### src/rtl/store_result_monitor.sv
`default_nettype none
// ============================================================================
// Module   : store_result_monitor
// Brief    : Watches the CPU data-memory write port. Counts RUN cycles and
//            stores, decides pass/fail on the result-word store, and flags
//            misaligned stores and timeouts. An optional store-log FIFO is
//            built when the macro STORE_MON_LOG_EN is defined. Without it the
//            log outputs are tied to 0.
// Revision : 1.0 - initial release
// ============================================================================
module store_result_monitor #(
    parameter logic [31:0] PASS_ADDR      = 32'd84,
    parameter logic [31:0] PASS_DATA      = 32'd7,
    parameter int          TIMEOUT_CYCLES = 1000,
    parameter int          CNT_W          = 16,
    parameter int          LOG_DEPTH      = 4
) (
    input  logic             clk,
    input  logic             rst,          // asynchronous, active low
    input  logic             memwrite,
    input  logic [31:0]      dataadr,
    input  logic [31:0]      writedata,
    output logic             done,
    output logic             pass,
    output logic [1:0]       fail_code,
    output logic [CNT_W-1:0] cycle_cnt,
    output logic [CNT_W-1:0] store_cnt,
    output logic [31:0]      last_addr,
    output logic [31:0]      last_data,
    output logic             log_valid,
    input  logic             log_ready,
    output logic [31:0]      log_addr,
    output logic [31:0]      log_data,
    output logic             log_overflow
);

    localparam logic [1:0] c_ST_RUN  = 2'd0;
    localparam logic [1:0] c_ST_PASS = 2'd1;
    localparam logic [1:0] c_ST_FAIL = 2'd2;

    localparam logic [1:0] c_FC_NONE  = 2'd0;
    localparam logic [1:0] c_FC_DATA  = 2'd1;
    localparam logic [1:0] c_FC_ALIGN = 2'd2;
    localparam logic [1:0] c_FC_TMO   = 2'd3;

    localparam logic [CNT_W-1:0] c_TIMEOUT_LAST = CNT_W'(TIMEOUT_CYCLES - 1);
    localparam logic [CNT_W-1:0] c_CNT_MAX      = '1;
    localparam logic [CNT_W-1:0] c_CNT_ONE      = CNT_W'(1);

    logic [1:0]       r_state;
    logic [1:0]       w_state_nxt;
    logic [1:0]       r_fail_code;
    logic [1:0]       w_fail_code_nxt;
    logic [CNT_W-1:0] r_cycle_cnt;
    logic [CNT_W-1:0] r_store_cnt;
    logic [31:0]      r_last_addr;
    logic [31:0]      r_last_data;
    logic             w_run;
    logic             w_store;

    assign w_run   = (r_state == c_ST_RUN);
    assign w_store = w_run && memwrite;

    // State and fail-code registers
    always_ff @(posedge clk or negedge rst) begin
        if (!rst) begin
            r_state     <= c_ST_RUN;
            r_fail_code <= c_FC_NONE;
        end else begin
            r_state     <= w_state_nxt;
            r_fail_code <= w_fail_code_nxt;
        end
    end

    // Next-state decode: misaligned beats result store beats timeout
    always_comb begin
        w_state_nxt     = r_state;
        w_fail_code_nxt = r_fail_code;
        if (w_run) begin
            if (memwrite && (dataadr[1:0] != 2'b00)) begin
                w_state_nxt     = c_ST_FAIL;
                w_fail_code_nxt = c_FC_ALIGN;
            end else if (memwrite && (dataadr == PASS_ADDR)) begin
                if (writedata == PASS_DATA) begin
                    w_state_nxt = c_ST_PASS;
                end else begin
                    w_state_nxt     = c_ST_FAIL;
                    w_fail_code_nxt = c_FC_DATA;
                end
            end else if (r_cycle_cnt == c_TIMEOUT_LAST) begin
                w_state_nxt     = c_ST_FAIL;
                w_fail_code_nxt = c_FC_TMO;
            end
        end
    end

    // RUN-only counters (saturating) and last-store capture; the terminating edge still counts
    always_ff @(posedge clk or negedge rst) begin
        if (!rst) begin
            r_cycle_cnt <= '0;
            r_store_cnt <= '0;
            r_last_addr <= '0;
            r_last_data <= '0;
        end else if (w_run) begin
            if (r_cycle_cnt != c_CNT_MAX) begin
                r_cycle_cnt <= r_cycle_cnt + c_CNT_ONE;
            end
            if (memwrite) begin
                if (r_store_cnt != c_CNT_MAX) begin
                    r_store_cnt <= r_store_cnt + c_CNT_ONE;
                end
                r_last_addr <= dataadr;
                r_last_data <= writedata;
            end
        end
    end

    assign done      = (r_state != c_ST_RUN);
    assign pass      = (r_state == c_ST_PASS);
    assign fail_code = r_fail_code;
    assign cycle_cnt = r_cycle_cnt;
    assign store_cnt = r_store_cnt;
    assign last_addr = r_last_addr;
    assign last_data = r_last_data;

`ifdef STORE_MON_LOG_EN
    localparam int                c_PTR_W   = (LOG_DEPTH > 1) ? $clog2(LOG_DEPTH) : 1;
    localparam logic [c_PTR_W:0]  c_FULL    = (c_PTR_W + 1)'(LOG_DEPTH);
    localparam logic [c_PTR_W:0]  c_LCNT_1  = (c_PTR_W + 1)'(1);
    localparam logic [c_PTR_W-1:0] c_PTR_1  = c_PTR_W'(1);

    logic [31:0]        r_mem_addr [LOG_DEPTH];
    logic [31:0]        r_mem_data [LOG_DEPTH];
    logic [c_PTR_W-1:0] r_wr_ptr;
    logic [c_PTR_W-1:0] r_rd_ptr;
    logic [c_PTR_W:0]   r_count;
    logic               r_overflow;
    logic               w_full;
    logic               w_pop;
    logic               w_push;
    logic               w_drop;

    assign w_full = (r_count == c_FULL);
    assign w_pop  = (r_count != '0) && log_ready;
    // A pop on the same edge frees the slot, so a full FIFO still accepts the store
    assign w_push = w_store && (!w_full || w_pop);
    assign w_drop = w_store && w_full && !w_pop;

    // Log storage; contents need no reset since count gates visibility
    always_ff @(posedge clk) begin
        if (w_push) begin
            r_mem_addr[r_wr_ptr] <= dataadr;
            r_mem_data[r_wr_ptr] <= writedata;
        end
    end

    // Log pointers, occupancy and sticky overflow
    always_ff @(posedge clk or negedge rst) begin
        if (!rst) begin
            r_wr_ptr   <= '0;
            r_rd_ptr   <= '0;
            r_count    <= '0;
            r_overflow <= 1'b0;
        end else begin
            if (w_push) begin
                r_wr_ptr <= r_wr_ptr + c_PTR_1;
            end
            if (w_pop) begin
                r_rd_ptr <= r_rd_ptr + c_PTR_1;
            end
            if (w_push && !w_pop) begin
                r_count <= r_count + c_LCNT_1;
            end else if (w_pop && !w_push) begin
                r_count <= r_count - c_LCNT_1;
            end
            if (w_drop) begin
                r_overflow <= 1'b1;
            end
        end
    end

    assign log_valid    = (r_count != '0);
    assign log_addr     = r_mem_addr[r_rd_ptr];
    assign log_data     = r_mem_data[r_rd_ptr];
    assign log_overflow = r_overflow;
`else
    logic w_unused_log;
    assign w_unused_log = log_ready | (LOG_DEPTH == 0);

    assign log_valid    = 1'b0;
    assign log_addr     = '0;
    assign log_data     = '0;
    assign log_overflow = 1'b0;
`endif

endmodule
`default_nettype wire

### config.mk
export PLATFORM = sky130hd
export DESIGN_NAME = store_result_monitor
export DESIGN_NICKNAME = d
export VERILOG_FILES = /design/src/rtl/store_result_monitor.sv
export SDC_FILE = /design/constraint.sdc
export NUM_CORES = 1
export LEC_CHECK = 0
export CORE_ASPECT_RATIO = 1.25
export CORE_MARGIN = 2
export CORE_UTILIZATION = 41
export CTS_CLUSTER_DIAMETER = 60
export DETAILED_ROUTE_END_ITERATION = 8
export PLACE_DENSITY = 0.81
export RECOVER_POWER = 50
export SETUP_SLACK_MARGIN = 0.15
export SLEW_MARGIN = 20
export SYNTH_ARGS = -nofsm -noshare
export SYNTH_HDL_FRONTEND = slang
export SYNTH_SLANG_ARGS = --single-unit
### constraint.sdc
create_clock -name clk -period 2.41 [get_ports clk]
set_clock_uncertainty 0.1 [all_clocks]
set_input_delay 0.482 -clock clk [delete_from_list [all_inputs] [get_ports clk]]
set_output_delay 0.482 -clock clk [all_outputs]
set_load 0.02 [all_outputs]
# Yosys cells after proc, flatten, opt, wreduce, memory -nomap -nowiden
# Index checks and enable logic that the tools add are counted.
# word_totals
register_bits,100
input_bits,68
out_inout_bits,166
elab_cells,34
# op_classes
n_addsub,2
n_eq_ne,7
n_mux,8
reduce_logical,11
# ops
cell,count
adder 16 x 1 -> 16 bit (second input constant),2
== test 32 x 3 -> 1 bit (second input constant),1
== test 32 x 7 -> 1 bit (second input constant),1
!= test 16 bit (second input constant),2
== test 16 x 10 -> 1 bit (second input constant),1
2-to-1 mux 2 bit,8
AND reduction 2 bit,3
AND reduction 3 bit,2
nonzero test 2 bit,2
!= test 3 bit (second input constant),1
nonzero test 3 bit,1
== test 2 x 1 -> 1 bit (second input constant),1
logical AND 1 bit,2
logical NOT 2 bit,1

# Depth between registers and ports, before layout
# logic_depth
word_depth,4
depth_mapped,6

# Worst setup path before layout
# No wires, ideal clock.
# synth_path
kind,register to register
startpoint,"reg r_cycle_cnt[0], in the netlist cycle_cnt[0]"
endpoint,"reg r_cycle_cnt[1], in the netlist cycle_cnt[1]"
setup_time_ns,0.125
t_arrival_ns,1.773
t_required_ns,2.185
path_slack_ns,0.412
path_stages_with_launch,6
path_buffers,0
synth_period_minus_slack_ns,1.998
cell_sequence,dfrtp_1 > ha_1 > nand4_2 > nor4_4 > a31oi_2 > mux2_4
# synth_between
elab_chain_len,2
elab_cells_between_ends,3
cone_classes,add/sub (1); eq/ne (1); reduce/logical (1)
# synth_rtl
element,line_no,rtl
start: declaration,54,logic [CNT_W-1:0] r_cycle_cnt;
start signal: assignment,106,r_cycle_cnt <= r_cycle_cnt + c_CNT_ONE;
branches (longest 2 deep; another with adder 16 x 1 -> 16 bit),--,
# Parallel ways; which one is timed is not known.
# A chain may end at the register's enable or synchronous reset.

# Worst setup path in the final report
# layout_path
startpoint,reg r_state[1]
endpoint,out done
# layout_between
elab_chain_len,1
# layout_rtl
element,line_no,rtl
start: declaration,50,logic [1:0] r_state;
start signal: assignment,67,r_state <= c_ST_RUN;
start signal: assignment,70,r_state <= w_state_nxt;
nonzero test 2 bit,118,assign done = (r_state != c_ST_RUN);
end: declaration,23,"output logic done,"
# Every way passes these cells.

==> results.tsv <==
metric	value	unit
outcome	completed	
Core Util, Final	58.2	%
share of layout cells above drive strength 1	5.34	%
Design Area, Final	6700	um2
Arr. time, crit path	1.56	ns
global-route wire length before repair	19200	um
total power per unit cell area	569	nW/um2
gr busiest metal	met2	
flop2flop setup slack	0.34	ns
Reg-to-Reg Start	cycle_cnt[0]$_DFFE_PN0P_	
Worst Path Required	1.83	ns
FMAX	0.467	GHz
CTS tree	yes	
Net Sw Power	948	uW
total grt overflow	0	
final worst path period need	2.14	ns
dpl hpwl	9290	um
met2 Resource Use GR	34.6	%
Die Ht	125	um
CP Capture Point	done	
Synth cell types	40	
final setup violation count	0	
syn avg cell area	9.28	um2
ys flop type	dfrtp_1	
register bit total from synthesis	100	
Die X-Extent	101	um
CP Launch Point	r_state[1]$_DFFE_PN0P_	
# IOs	234	
P_leak	0.00323	uW
Top Family by Delay on Critical Path	buffers and inverters	
met1 Use GR	21.8	%
RSZ-0062 raised after global routing	false	
Initial Utilization	41.7	%
largest net degree at the start of global routing	65	
Reg area	2500	um2
Layout area overhead	39.6	%
Cell Area, Placed	6420	um2
# DRC	0	
layout filler cell count	1015	
met3 Use GR	3.91	%
register area share after synthesis	52.2	%
Netlist Area Pre-Place	4800	um2
setup TNS	0	ns
top-area cell type share of the netlist area	52.2	%
final hold violations	0	
area of the multi-input gates	1960	um2
YS warnings	0	
CTS clk-pin slew, worst paths	0.07	ns
CTS max path bufs	2	
critical path type	reg -> out	
cts bufs inserted	9	
H-tree depth	3	
Synth area leader	dfrtp_1	
CP max FO	8	
vias in the first global route	3957	
routed len/inst	14.6	um
clock share of power	40.6	%
GPL Wtd Cong	0.819	
logic gate share of total power	13.2	%
Synth area leaders	dfrtp_1, nand2_1, buf_4	
Max Slew Vio Count	0	
via/cell ratio	4.82	
Crit. End Element	primary output	
CTS root buf	clkbuf_16	
total power	3810	uW
Sw Ratio	24.9	%
Slew @ Worst Pin	1.17	ns
EDFF count, synth	0	
max-capacitance violation count	0	
drt initial violations	129	
delay of the slowest critical-path stage	0.46	ns
pre-CTS setup slack	-0.156	ns
vias post-DR	4004	
initial antenna violation count	0	
n_diodes	0	
startpoint type of the worst setup path	flip-flop	
async set-or-reset flop fraction in the synthesized netlist	100	%
min setup slack post-route	0.269	ns
Sequential Power Share	46.2	%
total wire length	12200	um
Final Net Count	758	
Buf+Inv Stages, Crit Path	2	
RR Endpoint	cycle_cnt[1]$_DFFE_PN0P_	
Worst-Skew Late Latency	0.34	ns
crit-path cells	nor2_4 > inv_1 > dlygate4sd2_1	
number of buffers added on ports	166	
Core Footprint	11500	um2
Pre-antenna DRT Iters	4	
critical path depth	3	
Final period util	88.8	%
row count	44	
Post-CTS Hold Buffers	0	
worst min-delay path class	in -> async	
cells after synthesis	517	
Pint	2860	uW
Slew headroom	22.1	%
Final ANT Viol Nets	0	
maximum vdd drop	285	uV
Die ar.	12600	um2
Overall Global Routing Usage	19.3	%
Crit-path slowest cell	dfrtp_1	
Reg2Reg Depth	5	
clock sink count	100	
-- metal layers --
layer / part of all wire (%) / vias to the layer above
li1: - / 1890
met1: 38 / 1917
met2: 52 / 175
met3: 6.5 / 22
met4: 2.8 / 0
met5: 0 / -
-- cell type report --
class                   count  share of cell area [%]
clock inverters             5                    1.27
inverters                   4                   0.224
multi-input cells         397                    29.3
well taps                 138                    2.58
clock buffers              11                    3.47
repair buffers            176                    25.8
flip-flops and latches    100                    37.4
-- power groups by stage --
| stage | registers, uW | logic (uW) | clock network [uW] |
|---|---|---|---|
| after floorplan | 1860 | 219 | 0 |
| after global placement | 1790 | 497 | 0 |
| after detailed placement | 1790 | 506 | 0 |
| after CTS | 1760 | 508 | 1580 |
| after global routing | 1770 | 541 | 1640 |
| final | 1760 | 503 | 1550 |
-- stage by stage --
step / hold WS (ns) / std cells
floorplan: 0.0864 / 582
global placement: 0.356 / 815
detailed placement: 0.361 / 815
CTS: 0.0305 / 831
global route: 0.310 / 831
finish: 0.223 / 831
-- cell families after synthesis --
kind of cell	Yosys count	share of synthesized area, %
flip-flops	100	52.2
AO/OA/AOI/OAI	13	2.22
multiplexers	5	1.20
other	1	0.0782
XOR/XNOR	26	4.75
AND/OR/NAND/NOR	285	27.2
buffers and inverters	85	11.8
adder cells (fa/ha/maj)	2	0.522
-- flip-flops by register name, indices dropped and copies added (netlist names) --
register	count
last_data	32
fail_code	2
cycle_cnt	16
store_cnt	16
last_addr	32
r_state	2
-- cells in the mapped netlist, types with 2 or more instances --
| cell type | count |
|---|---|
| inv_1 | 4 |
| nor4_4 | 2 |
| a21oi_1 | 3 |
| xor2_1 | 6 |
| nor2_1 | 12 |
| dfrtp_1 | 100 |
| buf_1 | 3 |
| and3_1 | 5 |
| nand3_1 | 15 |
| mux2_2 | 2 |
| mux2i_1 | 2 |
| nor3b_2 | 2 |
| nor3_1 | 2 |
| clkbuf_1 | 11 |
| ha_1 | 2 |
| buf_4 | 66 |
| nand4_1 | 14 |
| a31oi_2 | 2 |
| o21ai_0 | 2 |
| nand2_1 | 205 |
| nor4_1 | 13 |
| and4_1 | 4 |
| and2_1 | 4 |
| xnor2_1 | 20 |
-- how the worst min path moves through the flow --
| stage | to | cells past startpoint |
|---|---|---|
| finish | last_data[31]$_DFFE_PN0P_ | 1 |
| global route | store_cnt[9]$_DFFE_PN0P_ | 1 |
| CTS | store_cnt[9]$_DFFE_PN0P_ | 1 |
| detailed placement | last_addr[8]$_DFFE_PN0P_ | 2 |
| global placement | last_data[24]$_DFFE_PN0P_ | 2 |
| floorplan | cycle_cnt[0]$_DFFE_PN0P_ | 0 |
-- repair_timing --
| item | in CTS | in global routing |
|---|---|---|
| setup buffers | 0 | 0 |
| gates resized for setup | 2 | 1 |
| endpoints found under the setup margin | 2 | 4 |
| hold endpoints to repair | 0 | 0 |
| pin swaps | 0 | 2 |
-- layout by cell type (no fill, tap or decap), drive strengths merged, types with 4 or more instances in the layout --
cell,n
nand3,15
nand2,205
and3,5
and4,4
nor2,13
and2,4
inv,5
clkdlybuf4s50,161
xnor2,20
conb,66
dfrtp,100
xor2,6
clkbuf,15
nand4,15
buf,7
nor4,16
Power figures use the tool's default switching activity.
